[src/rtl/bist_response_analyzer.sv]
// BIST response analyzer: drives March steps onto the SRAM, compares read data
// against the expected background, and reports sticky pass/fail status.
module bist_response_analyzer #(
  parameter int unsigned ADDR_WIDTH    = 8,
  parameter int unsigned DATA_WIDTH    = 4,
  parameter int unsigned PATTERN_WIDTH = 2,
  parameter int unsigned READ_LATENCY  = 1
) (
  input  logic                                clk,
  input  logic                                rst,
  input  logic                                en,
  input  logic [ADDR_WIDTH+PATTERN_WIDTH:0]   counter_out,
  input  logic                                cout,
  input  logic [DATA_WIDTH-1:0]               sram_dout,
  output logic                                sram_cs,
  output logic                                sram_we,
  output logic [ADDR_WIDTH-1:0]               sram_addr,
  output logic [DATA_WIDTH-1:0]               sram_din,
  output logic                                fail,
  output logic [ADDR_WIDTH-1:0]               first_fail_addr,
  output logic [PATTERN_WIDTH-1:0]            first_fail_pattern,
  output logic [7:0]                          fail_count,
  output logic                                done,
  output logic                                pass
);

  localparam int unsigned STEP_W = ADDR_WIDTH + PATTERN_WIDTH + 1;
  localparam int unsigned CNT_W  = 8;
  localparam int unsigned LAT_W  = 2;

  typedef enum logic [1:0] {
    S_IDLE  = 2'd0,
    S_RUN   = 2'd1,
    S_DRAIN = 2'd2,
    S_DONE  = 2'd3
  } state_e;

  // One outstanding read: what it must return and where it came from.
  typedef struct packed {
    logic                     valid;
    logic [DATA_WIDTH-1:0]    exp;
    logic [ADDR_WIDTH-1:0]    addr;
    logic [PATTERN_WIDTH-1:0] decode;
  } rd_entry_t;

  // Expected word for a decode value; the checkerboard phase flips with addr[0].
  function automatic logic [DATA_WIDTH-1:0] background(
    input logic [PATTERN_WIDTH-1:0] dec,
    input logic                     addr_lsb
  );
    logic [DATA_WIDTH-1:0] chk_bg;
    chk_bg = '0;
    for (int i = 0; i < int'(DATA_WIDTH); i++) begin
      chk_bg[i] = ((i % 2) == 0) ? ~addr_lsb : addr_lsb;
    end
    case (dec)
      PATTERN_WIDTH'(1): background = '1;
      PATTERN_WIDTH'(2): background = chk_bg;
      PATTERN_WIDTH'(3): background = ~chk_bg;
      default:           background = '0;
    endcase
  endfunction

  state_e                   state_q, state_d;
  logic [LAT_W-1:0]         drain_cnt_q, drain_cnt_d;
  rd_entry_t                pipe_q [READ_LATENCY];
  rd_entry_t                issue_c;
  rd_entry_t                head_c;
  logic                     mismatch_c;
  logic                     access_c;

  logic [ADDR_WIDTH-1:0]    step_addr_c;
  logic                     step_we_c;
  logic [PATTERN_WIDTH-1:0] step_dec_c;
  logic [DATA_WIDTH-1:0]    step_bg_c;

  logic                     fail_q, fail_d;
  logic [ADDR_WIDTH-1:0]    ffa_q, ffa_d;
  logic [PATTERN_WIDTH-1:0] ffp_q, ffp_d;
  logic [CNT_W-1:0]         cnt_q, cnt_d;
  logic                     done_q, done_d;
  logic                     pass_q, pass_d;

  // Split the counter step into its fields and derive the background word.
  assign step_addr_c = counter_out[ADDR_WIDTH-1:0];
  assign step_we_c   = counter_out[ADDR_WIDTH];
  assign step_dec_c  = counter_out[STEP_W-1:ADDR_WIDTH+1];
  assign step_bg_c   = background(step_dec_c, step_addr_c[0]);

  // An access happens only in RUN, with enable high and the counter not finished.
  assign access_c  = (state_q == S_RUN) & en & ~cout;

  assign sram_cs   = access_c;
  assign sram_we   = access_c & step_we_c;
  assign sram_addr = step_addr_c;
  assign sram_din  = step_bg_c;

  // FSM state and drain counter registers.
  always_ff @(posedge clk or negedge rst) begin
    if (!rst) begin
      state_q     <= S_IDLE;
      drain_cnt_q <= '0;
    end else begin
      state_q     <= state_d;
      drain_cnt_q <= drain_cnt_d;
    end
  end

  // Next-state logic; DRAIN lasts exactly READ_LATENCY cycles.
  always_comb begin
    state_d     = state_q;
    drain_cnt_d = drain_cnt_q;
    unique case (state_q)
      S_IDLE: begin
        if (en) state_d = S_RUN;
      end
      S_RUN: begin
        if (en && cout) begin
          state_d     = S_DRAIN;
          drain_cnt_d = '0;
        end
      end
      S_DRAIN: begin
        if (drain_cnt_q == LAT_W'(READ_LATENCY - 1)) begin
          state_d = S_DONE;
        end else begin
          drain_cnt_d = drain_cnt_q + LAT_W'(1);
        end
      end
      S_DONE: begin
        state_d = S_DONE;
      end
      default: begin
        state_d = S_IDLE;
      end
    endcase
  end

  // Entry launched into the read pipeline this cycle.
  always_comb begin
    issue_c        = '0;
    issue_c.valid  = access_c & ~step_we_c;
    issue_c.exp    = step_bg_c;
    issue_c.addr   = step_addr_c;
    issue_c.decode = step_dec_c;
  end

  // Read pipeline: the last stage lines up with valid sram_dout.
  always_ff @(posedge clk or negedge rst) begin
    if (!rst) begin
      for (int i = 0; i < int'(READ_LATENCY); i++) begin
        pipe_q[i] <= '0;
      end
    end else begin
      pipe_q[0] <= issue_c;
      for (int i = 1; i < int'(READ_LATENCY); i++) begin
        pipe_q[i] <= pipe_q[i-1];
      end
    end
  end

  assign head_c     = pipe_q[READ_LATENCY-1];
  assign mismatch_c = head_c.valid & (sram_dout != head_c.exp);

  // Result update: sticky fail, first-failure capture, saturating count.
  always_comb begin
    fail_d = fail_q;
    ffa_d  = ffa_q;
    ffp_d  = ffp_q;
    cnt_d  = cnt_q;
    if (mismatch_c) begin
      fail_d = 1'b1;
      if (!fail_q) begin
        ffa_d = head_c.addr;
        ffp_d = head_c.decode;
      end
      if (cnt_q != {CNT_W{1'b1}}) begin
        cnt_d = cnt_q + CNT_W'(1);
      end
    end
    done_d = (state_d == S_DONE);
    pass_d = done_d & ~fail_d;
  end

  // Result registers.
  always_ff @(posedge clk or negedge rst) begin
    if (!rst) begin
      fail_q <= 1'b0;
      ffa_q  <= '0;
      ffp_q  <= '0;
      cnt_q  <= '0;
      done_q <= 1'b0;
      pass_q <= 1'b0;
    end else begin
      fail_q <= fail_d;
      ffa_q  <= ffa_d;
      ffp_q  <= ffp_d;
      cnt_q  <= cnt_d;
      done_q <= done_d;
      pass_q <= pass_d;
    end
  end

  assign fail               = fail_q;
  assign first_fail_addr    = ffa_q;
  assign first_fail_pattern = ffp_q;
  assign fail_count         = cnt_q;
  assign done               = done_q;
  assign pass               = pass_q;

endmodule
[config.mk]
export PLATFORM = sky130hd
export DESIGN_NAME = bist_response_analyzer
export DESIGN_NICKNAME = d
export VERILOG_FILES = /design/src/rtl/bist_response_analyzer.sv
export SDC_FILE = /design/constraint.sdc
export NUM_CORES = 1
export LEC_CHECK = 0
export CAP_MARGIN = 20
export CORE_AREA = 2 2 88 90
export DETAILED_ROUTE_END_ITERATION = 12
export DIE_AREA = 0 0 90 92
export PLACE_DENSITY = 0.47
export REMOVE_ABC_BUFFERS = 1
export SYNTH_ARGS = -nofsm -noshare
export SYNTH_HDL_FRONTEND = slang
export SYNTH_SLANG_ARGS = --single-unit
[constraint.sdc]
create_clock -name clk -period 3.9 [get_ports clk]
set_input_delay 0.78 -clock clk [delete_from_list [all_inputs] [get_ports clk]]
set_output_delay 0.78 -clock clk [all_outputs]
set_load 0.01 [all_outputs]
# --- After elaboration in Yosys (flattened, before gate mapping) ---
# Cells that the tools add are included.
op_classes:
  add_sub_neg: 2
  bitwise: 12
  n_eq_ne: 11
  n_mux: 9
  n_reduce_logical: 7
ops:
  columns: ["op", "count"]
  rows:
  - ["$pmux 4 s3", 1]
  - ["$eq 2x2->1 const B", 5]
  - ["$mux 2", 5]
  - ["$add 8x1->8 const B", 1]
  - ["$ne 8x8->1 const B", 1]
  - ["$pmux 2 s4", 1]
  - ["$and 1x1->1", 6]
  - ["$not 1->1", 5]
  - ["$eq 2x1->1 const B", 2]
  - ["$logic_not 2->1", 2]
  - ["$ne 4x4->1", 1]
  - ["$not 4->4", 1]
  - ["$pmux 2 s2", 1]
  - ["$reduce_and 2->1", 2]
  - ["$reduce_and 3->1", 1]
  - ["$add 2x1->2 const B", 1]
  - ["$ne 2x1->1 const B", 1]
  - ["$ne 2x2->1 const B", 1]
  - ["$reduce_bool 2->1", 1]
  - ["$logic_and 1x1->1", 1]
  - ["$mux 1", 1]
totals:
  reg_bits: 40
  output_inout_bits: 35
  word_cells: 53

# --- Depth between registers and ports, before layout ---
# Gate-level depths: netlist of run 1.
depth:
  word_depth: 5
  mapped_depth: 6
  depth_no_buf: 6

# --- Worst setup path after synthesis of run 1 ---
# No wires, ideal clock.
synth_timing:
  path_kind: "input to output"
  startpoint: "input counter_out[0]"
  endpoint: "output sram_din[0]"
  slack_ns: 1.860
  t_required_ns: 3.120
  arrival_time_ns: 1.260
  n_path_buf: 1
  cell_stages: 3
  path_cell_list: "nand2b_1 > xnor2_1 > buf_4"
synth_rtl:
  columns: ["element", "line", "source"]
  rows:
  - ["from (decl)", "12", "input logic [ADDR_WIDTH+PATTERN_WIDTH:0] counter_out,"]
  - ["to (decl)", "18", "output logic [DATA_WIDTH-1:0] sram_din,"]

# --- Worst setup path after layout of run 1 ---
layout_timing:
  startpoint: "input counter_out[0]"
  endpoint: "output sram_din[0]"
layout_between:
  elab_chain_len: 3
layout_lines:
  columns: ["element", "line", "source"]
  rows:
  - ["$not 1->1 *", null, null]
  - ["$not 4->4", "59", "PATTERN_WIDTH'(3): background = ~chk_bg;"]
  - ["$pmux 4 s3 *", "56", "case (dec)"]
# Mark *: on every way between the ends. The rest lies on a longest branch, timed or not.

==> impl_results.md, run 1 <==
* Final hold violation count at 0
* Post-layout util at 32.4%
* Leakage at 1.02 nW
* Share of cells above drive strength 1 at 15.5%
* Yosys reg bits at 38
* Total GRT Usage at 8.76%
* R2r endpoint: first_fail_pattern[0]
* Seq/Total Area, Yosys at 53.8%
* Clock sinks at 38
* Dpl hpwl at 2580 um
* Worst Tran Pin Value at 0.857 ns
* Layout Nets at 211
* Largest net degree at the start of global routing at 39
* Hold_sp: fail
* Peak supply drop at 140 uV
* GPL Wtd Cong at 0.730
* Die width at 90 um
* Fill cell count at 785
* H-tree Lvls at 2
* Post-CTS resize count at 0
* Global-route wire length before repair at 5840 um
* Clock Tree Buf Depth at 2
* Remaining antenna violation count at 0
* Max Slew Vio Count at 0
* Ant diodes at 0
* Vert. Die Dim at 92 um
* Setup ws final at 0.867 ns
* Root Buffer: clkbuf_8
* Pre-antenna DRT Iters at 4
* WHS Endpoint: pass
* Max_cap viols at 0
* Via count at 1185
* Relative slew slack at 42.8%
* Unrepaired setup endpoints after global routing: no
* Worst hold path depth at 1
* TNS Setup at 0 ns
* Status: completed
* Number of global-route vias before repair at 1156
* CTS Hold Bufs at 0
* Total grt overflow at 0
* Final min period at 3.03 ns
* Core ar. at 7450 sq um
* Pwr dens at 588 nW/um^2
* Post-Syn Instances at 139
* Mean post-synth cell area at 12.7 sq um
* I/O pins at 54
* CP endpoint kind: output pin
* Worst-Skew Late Latency at 0.28 ns
* Mapped Area at 1770 sq um
* Hold Path Class: register to register
* F_max at 0.330 GHz
* Initial Util at 23.7%
* Area growth, synth to finish at 36.6%
* Postcts setup bufs at 0
* Count of cell types in the netlist at 38
* Final Skew at 0.00579 ns
* CP Data Required Time at 3.12 ns
* CTS Buf Count at 5
* Reg2reg setup slack at 2.11 ns
* Port bufs at 53
* Synth warn at 0
* Setup WS pre-CTS at 0.857 ns
* Non-Filler Instances at 289
* Die footprint at 8280 sq um
* Arr. time, crit path at 2.25 ns
* Placed Instances at 281
* Drt wl/cell at 12.0 um
* Rows at 32
* Iteration-0 DRC Markers at 10
* WS Path Type: input pin to output pin
* Worst flop-to-flop path startpoint: head_c[12]
* Worst-path maximum fanout at 4
* Initial antenna violation count at 0
* CTS tree: built
* DR DRC count at 0
* Setup Viol. Count Final at 0
* Vias per inst at 4.10
* R2R cell count at 4
* CTS clock-pin slew for the worst setup and hold paths at 0.08 ns
* Fin crit share at 77.8%
* Final WL at 3460 um
* Crit start category: input pin
-- state kept, by name (all words and copies together), names as in the netlist --
signal	cells
done	1
drain_cnt_q	2
fail	1
fail_count	8
first_fail_addr	8
first_fail_pattern	2
head_c	13
pass	1
state_q	2
-- where the power goes --
| part | total [mW] | switching (mW) | internal [mW] | leakage [nW] |
|---|---|---|---|---|
| clock network | 0.277 | 0.135 | 0.142 | 0.0472 |
| logic | 0.553 | 0.221 | 0.333 | 0.513 |
| registers | 0.589 | 0.0881 | 0.501 | 0.459 |
-- critical path: stages --
cell and delay [ns]:
clkdlybuf4s50_1 0.45, nand2b_1 0.17, xnor2_1 0.26, clkdlybuf4s50_1 0.59
-- metal layers --
layer | part of all wire, % | global-route usage, % | wire length (um)
met5 | 0 | 0 | 0
met4 | 1.3 | 2.69 | 45
met3 | 8.2 | 3.29 | 283
met2 | 39 | 12.3 | 1360
met1 | 51 | 12.4 | 1770
-- cell usage after synthesis --
| cell type | n | area share, % |
|---|---|---|
| nor3_1 | 2 | 0.57 |
| ha_1 | 6 | 4.2 |
| xnor2_1 | 2 | 0.99 |
| mux2_4 | 11 | 9.3 |
| or2_2 | 1 | 0.35 |
| nor3b_1 | 2 | 0.85 |
| and4_1 | 1 | 0.50 |
| o21ai_0 | 5 | 1.4 |
| and3b_1 | 1 | 0.50 |
| nand4_1 | 1 | 0.35 |
| a22o_1 | 2 | 0.99 |
| nand2_1 | 6 | 1.3 |
| a211oi_1 | 1 | 0.43 |
| a21oi_1 | 4 | 1.1 |
| or2_1 | 1 | 0.35 |
| xor2_1 | 4 | 2.0 |
| nor2_1 | 4 | 0.85 |
| o21ai_2 | 1 | 0.50 |
| nand3_1 | 6 | 1.7 |
| mux2_1 | 1 | 0.64 |
| nor2b_2 | 1 | 0.50 |
| inv_1 | 5 | 1.1 |
| a31oi_1 | 2 | 0.71 |
| buf_4 | 12 | 5.1 |
| o31a_1 | 1 | 0.50 |
| and2_1 | 2 | 0.71 |
| nor3b_2 | 1 | 0.71 |
| a2111oi_0 | 1 | 0.50 |
| nand2b_1 | 5 | 1.8 |
| buf_6 | 1 | 0.64 |
| o22ai_4 | 1 | 1.1 |
| and3_4 | 2 | 1.3 |
| dfrtp_1 | 38 | 54 |
| nor4b_2 | 1 | 0.85 |
| a21boi_1 | 1 | 0.43 |
| nand3b_2 | 1 | 0.64 |
| and3_1 | 1 | 0.35 |
| nor2b_1 | 1 | 0.35 |
-- layout make-up --
| class | count | area [sq um] | share of cell area, % |
|---|---|---|---|
| inverters | 5 | 18.8 | 0.778 |
| repair buffers | 53 | 526 | 21.8 |
| multi-input cells | 83 | 696 | 28.8 |
| clock inverters | 2 | 12.5 | 0.518 |
| flip-flops and latches | 38 | 951 | 39.4 |
| clock buffers | 6 | 82.6 | 3.42 |
| well taps | 102 | 128 | 5.29 |
-- worst max-delay path by stage --
stage,end,from,slack [ns]
2_1_floorplan,sram_din[0],counter_out[0],1.79
3_3_place_gp,sram_din[0],counter_out[0],0.88
3_5_place_dp,sram_din[0],counter_out[0],0.86
4_1_cts,sram_din[0],counter_out[0],0.85
5_1_grt,sram_din[2],counter_out[0],0.76
6_report,sram_din[0],counter_out[0],0.87
-- layout by cell type, fill, tap and decap left out, types with 2 or more instances in the layout --
cell / count
ha_1: 6
nor3_1: 2
nand2b_1: 5
and2_1: 2
clkdlybuf4s50_1: 52
o21ai_0: 5
clkbuf_8: 6
nand3_1: 6
xor2_1: 4
a31oi_1: 2
nor3b_1: 2
xnor2_1: 2
nor2_1: 4
dfrtp_1: 38
inv_1: 5
a22o_1: 2
mux2_4: 11
a21oi_1: 4
nand2_1: 6
and3_4: 2
-- cells by family after synthesis --
family	count (synthesis)	share of synthesized area, %
AND/OR/NAND/NOR	40	14.4
adder cells (fa/ha/maj)	6	4.25
AO/OA/AOI/OAI	19	7.72
multiplexers	12	9.99
flip-flops	38	53.8
XOR/XNOR	6	2.97
buffers and inverters	18	6.80
-- metrics by stage --
stage / power, mW / cell area (sq um) / hold WS [ns]
2_1_floorplan: 0.863 / 1670 / 0.458
3_3_place_gp: 1.16 / 2320 / 0.459
3_5_place_dp: 1.16 / 2320 / 0.465
4_1_cts: 1.45 / 2410 / 0.479
5_1_grt: 1.53 / 2410 / 0.493
6_report: 1.42 / 2410 / 0.475
Power figures use the tool's default switching activity.
==> inputs of run 2 (changes only) <==
Clock period 3.9 ns to 3.1 ns, I/O delays scaled along.
==> run 2 against run 1 <==
Net effect:
- wire length rose by 0.29%
- non-clock buffer count did not move
- clock-buffer cell count did not move
- critical path type unchanged
- register-to-register slack got worse by 0.81 ns
- total power rose by 38%
- highest routed layer unchanged
- die area did not move
- critical endpoint unchanged
==> impl_results.md, run 2 (synthesized netlist as in run 1, its figures left out) <==
* Share of cells above drive strength 1 at 15.5% (unchanged)
* Die footprint at 8280 sq um (unchanged)
* DR DRC count at 0 (unchanged)
* Remaining antenna violation count at 0 (unchanged)
* Final WL at 3470 um (was 3460 um)
* Post-layout util at 33.0% (was 32.4%)
* Largest net degree at the start of global routing at 39 (unchanged)
* Reg2reg setup slack at 1.30 ns (was 2.11 ns)
* GPL Wtd Cong at 0.732 (was 0.730)
* Die width at 90 um (unchanged)
* Initial antenna violation count at 0 (unchanged)
* Dpl hpwl at 2540 um (was 2580 um)
* Post-CTS resize count at 0 (unchanged)
* CTS clock-pin slew for the worst setup and hold paths at 0.08 ns (about the same)
* Setup Viol. Count Final at 0 (unchanged)
* Relative slew slack at 43.2% (was 42.8%)
* Placed Area at 2320 sq um (unchanged)
* Fill cell count at 781 (was 785)
* Clock sinks at 38 (unchanged)
* Fin crit share at 87.3%
* CTS Hold Bufs at 0 (unchanged)
* Vert. Die Dim at 92 um (unchanged)
* CTS Buf Count at 5 (unchanged)
* Core ar. at 7450 sq um (unchanged)
* Global-route wire length before repair at 6040 um (was 5840 um)
* Max_cap viols at 0 (unchanged)
* Unrepaired setup endpoints after global routing: no (unchanged)
* Status: completed (unchanged)
* Pre-antenna DRT Iters at 4 (unchanged)
* Rows at 32 (unchanged)
* Design area at 2460 sq um (was 2410 sq um)
* TNS Setup at 0 ns (unchanged)
* Most frequent cells in the layout: clkdlybuf4s50_1 (52), dfrtp_1 (38), mux2_4 (11) (unchanged)
* Worst-path maximum fanout at 4 (unchanged)
* Final min period at 2.71 ns
* Crit start category: input pin (unchanged)
* CP endpoint kind: output pin (unchanged)
* Drt wl/cell at 12.0 um (about the same)
* H-tree Lvls at 2 (unchanged)
* Postcts setup bufs at 0 (unchanged)
* Via count at 1211 (was 1185)
* CP Data Required Time at 2.48 ns (was 3.12 ns)
* Commonest non-fill, non-tap cell in the layout: clkdlybuf4s50_1 (unchanged)
* Final hold violation count at 0 (unchanged)
* Total grt overflow at 0 (unchanged)
* CTS tree: built (unchanged)
* Total power at 1.96 mW (was 1.42 mW)
* Hold Path Class: input pin to asynchronous set/reset pin (was register to register)
* Max FFs per register at 13 (unchanged)
* Area growth, synth to finish at 39.3% (was 36.6%)
* Pwr dens at 796 nW/um^2 (was 588 nW/um^2)
* Leakage at 1.04 nW (was 1.02 nW)
* Worst Tran Pin Value at 0.852 ns (was 0.857 ns)
* Root Buffer: clkbuf_8 (unchanged)
* I/O pins at 54 (unchanged)
* Port bufs at 53 (unchanged)
* Arr. time, crit path at 2.09 ns (was 2.25 ns)
* F_max at 0.370 GHz
* Total GRT Usage at 9.08% (was 8.76%)
* Vias per inst at 4.19 (was 4.10)
* Iteration-0 DRC Markers at 36 (was 10)
* Final Skew at 0.00431 ns (was 0.00579 ns)
* WS Path Type: input pin to output pin (unchanged)
* Number of global-route vias before repair at 1244 (was 1156)
* Initial Util at 23.7% (unchanged)
* Worst-Skew Late Latency at 0.29 ns (was 0.28 ns)
* Peak supply drop at 206 uV (was 140 uV)
* Layout Nets at 211 (unchanged)
* Max Slew Vio Count at 0 (unchanged)
* Clock Tree Buf Depth at 2 (unchanged)
* Ant diodes at 0 (unchanged)
[run 2: worst paths after layout]
check / startpoint / end / cells after the start
setup / recovery: counter_out[0] / sram_din[0] / 4
hold / removal: rst / head_c[8] / 1
setup reg to reg: head_c[12] / first_fail_pattern[0] / 4
hold reg to reg: fail / pass / 1
max in group asynchronous: rst / head_c[0] / 1
min in group clk: fail / pass / 1
[run 2: critical path, cell delays in order]
cell             delay, ns
clkdlybuf4s50_1       0.46
nand2b_1              0.18
xnor2_1               0.24
clkdlybuf4s50_1       0.59
[run 2: area by class of cell]
class | count | area, sq um | share of cell area [%]
Inverter | 5 | 18.8 | 0.763
Sequential cell | 38 | 951 | 38.6
Clock inverter | 2 | 60.1 | 2.44
Timing Repair Buffer | 53 | 526 | 21.4
Clock buffer | 6 | 82.6 | 3.36
Tap cell | 102 | 128 | 5.19
Multi-Input combinational cell | 83 | 696 | 28.3
[run 2: through the flow]
step	hold WS, ns	cells	setup WS, ns
floorplan	0.324	126	1.28
global placement	0.459	281	0.398
detailed placement	0.466	281	0.370
CTS	0.465	289	0.366
global route	0.488	289	0.284
finish	0.435	289	0.395
[run 2: metal layers]
metal	GRT usage (%)	routed length (um)
met5	0	0
met4	3.08	23
met2	13.4	1470
met1	12.1	1670
met3	3.62	301
[run 2: where the power goes]
group | internal, mW | switching (mW) | total, mW
clock network | 0.343 | 0.178 | 0.521
registers | 0.630 | 0.112 | 0.742
logic | 0.419 | 0.277 | 0.695
==> inputs of run 3 (changes only) <==
Settings changed: HOLD_SLACK_MARGIN set to 0.02.
==> results of run 3 <==
The final DEF is identical to that of run 2; final timing and power are the same.
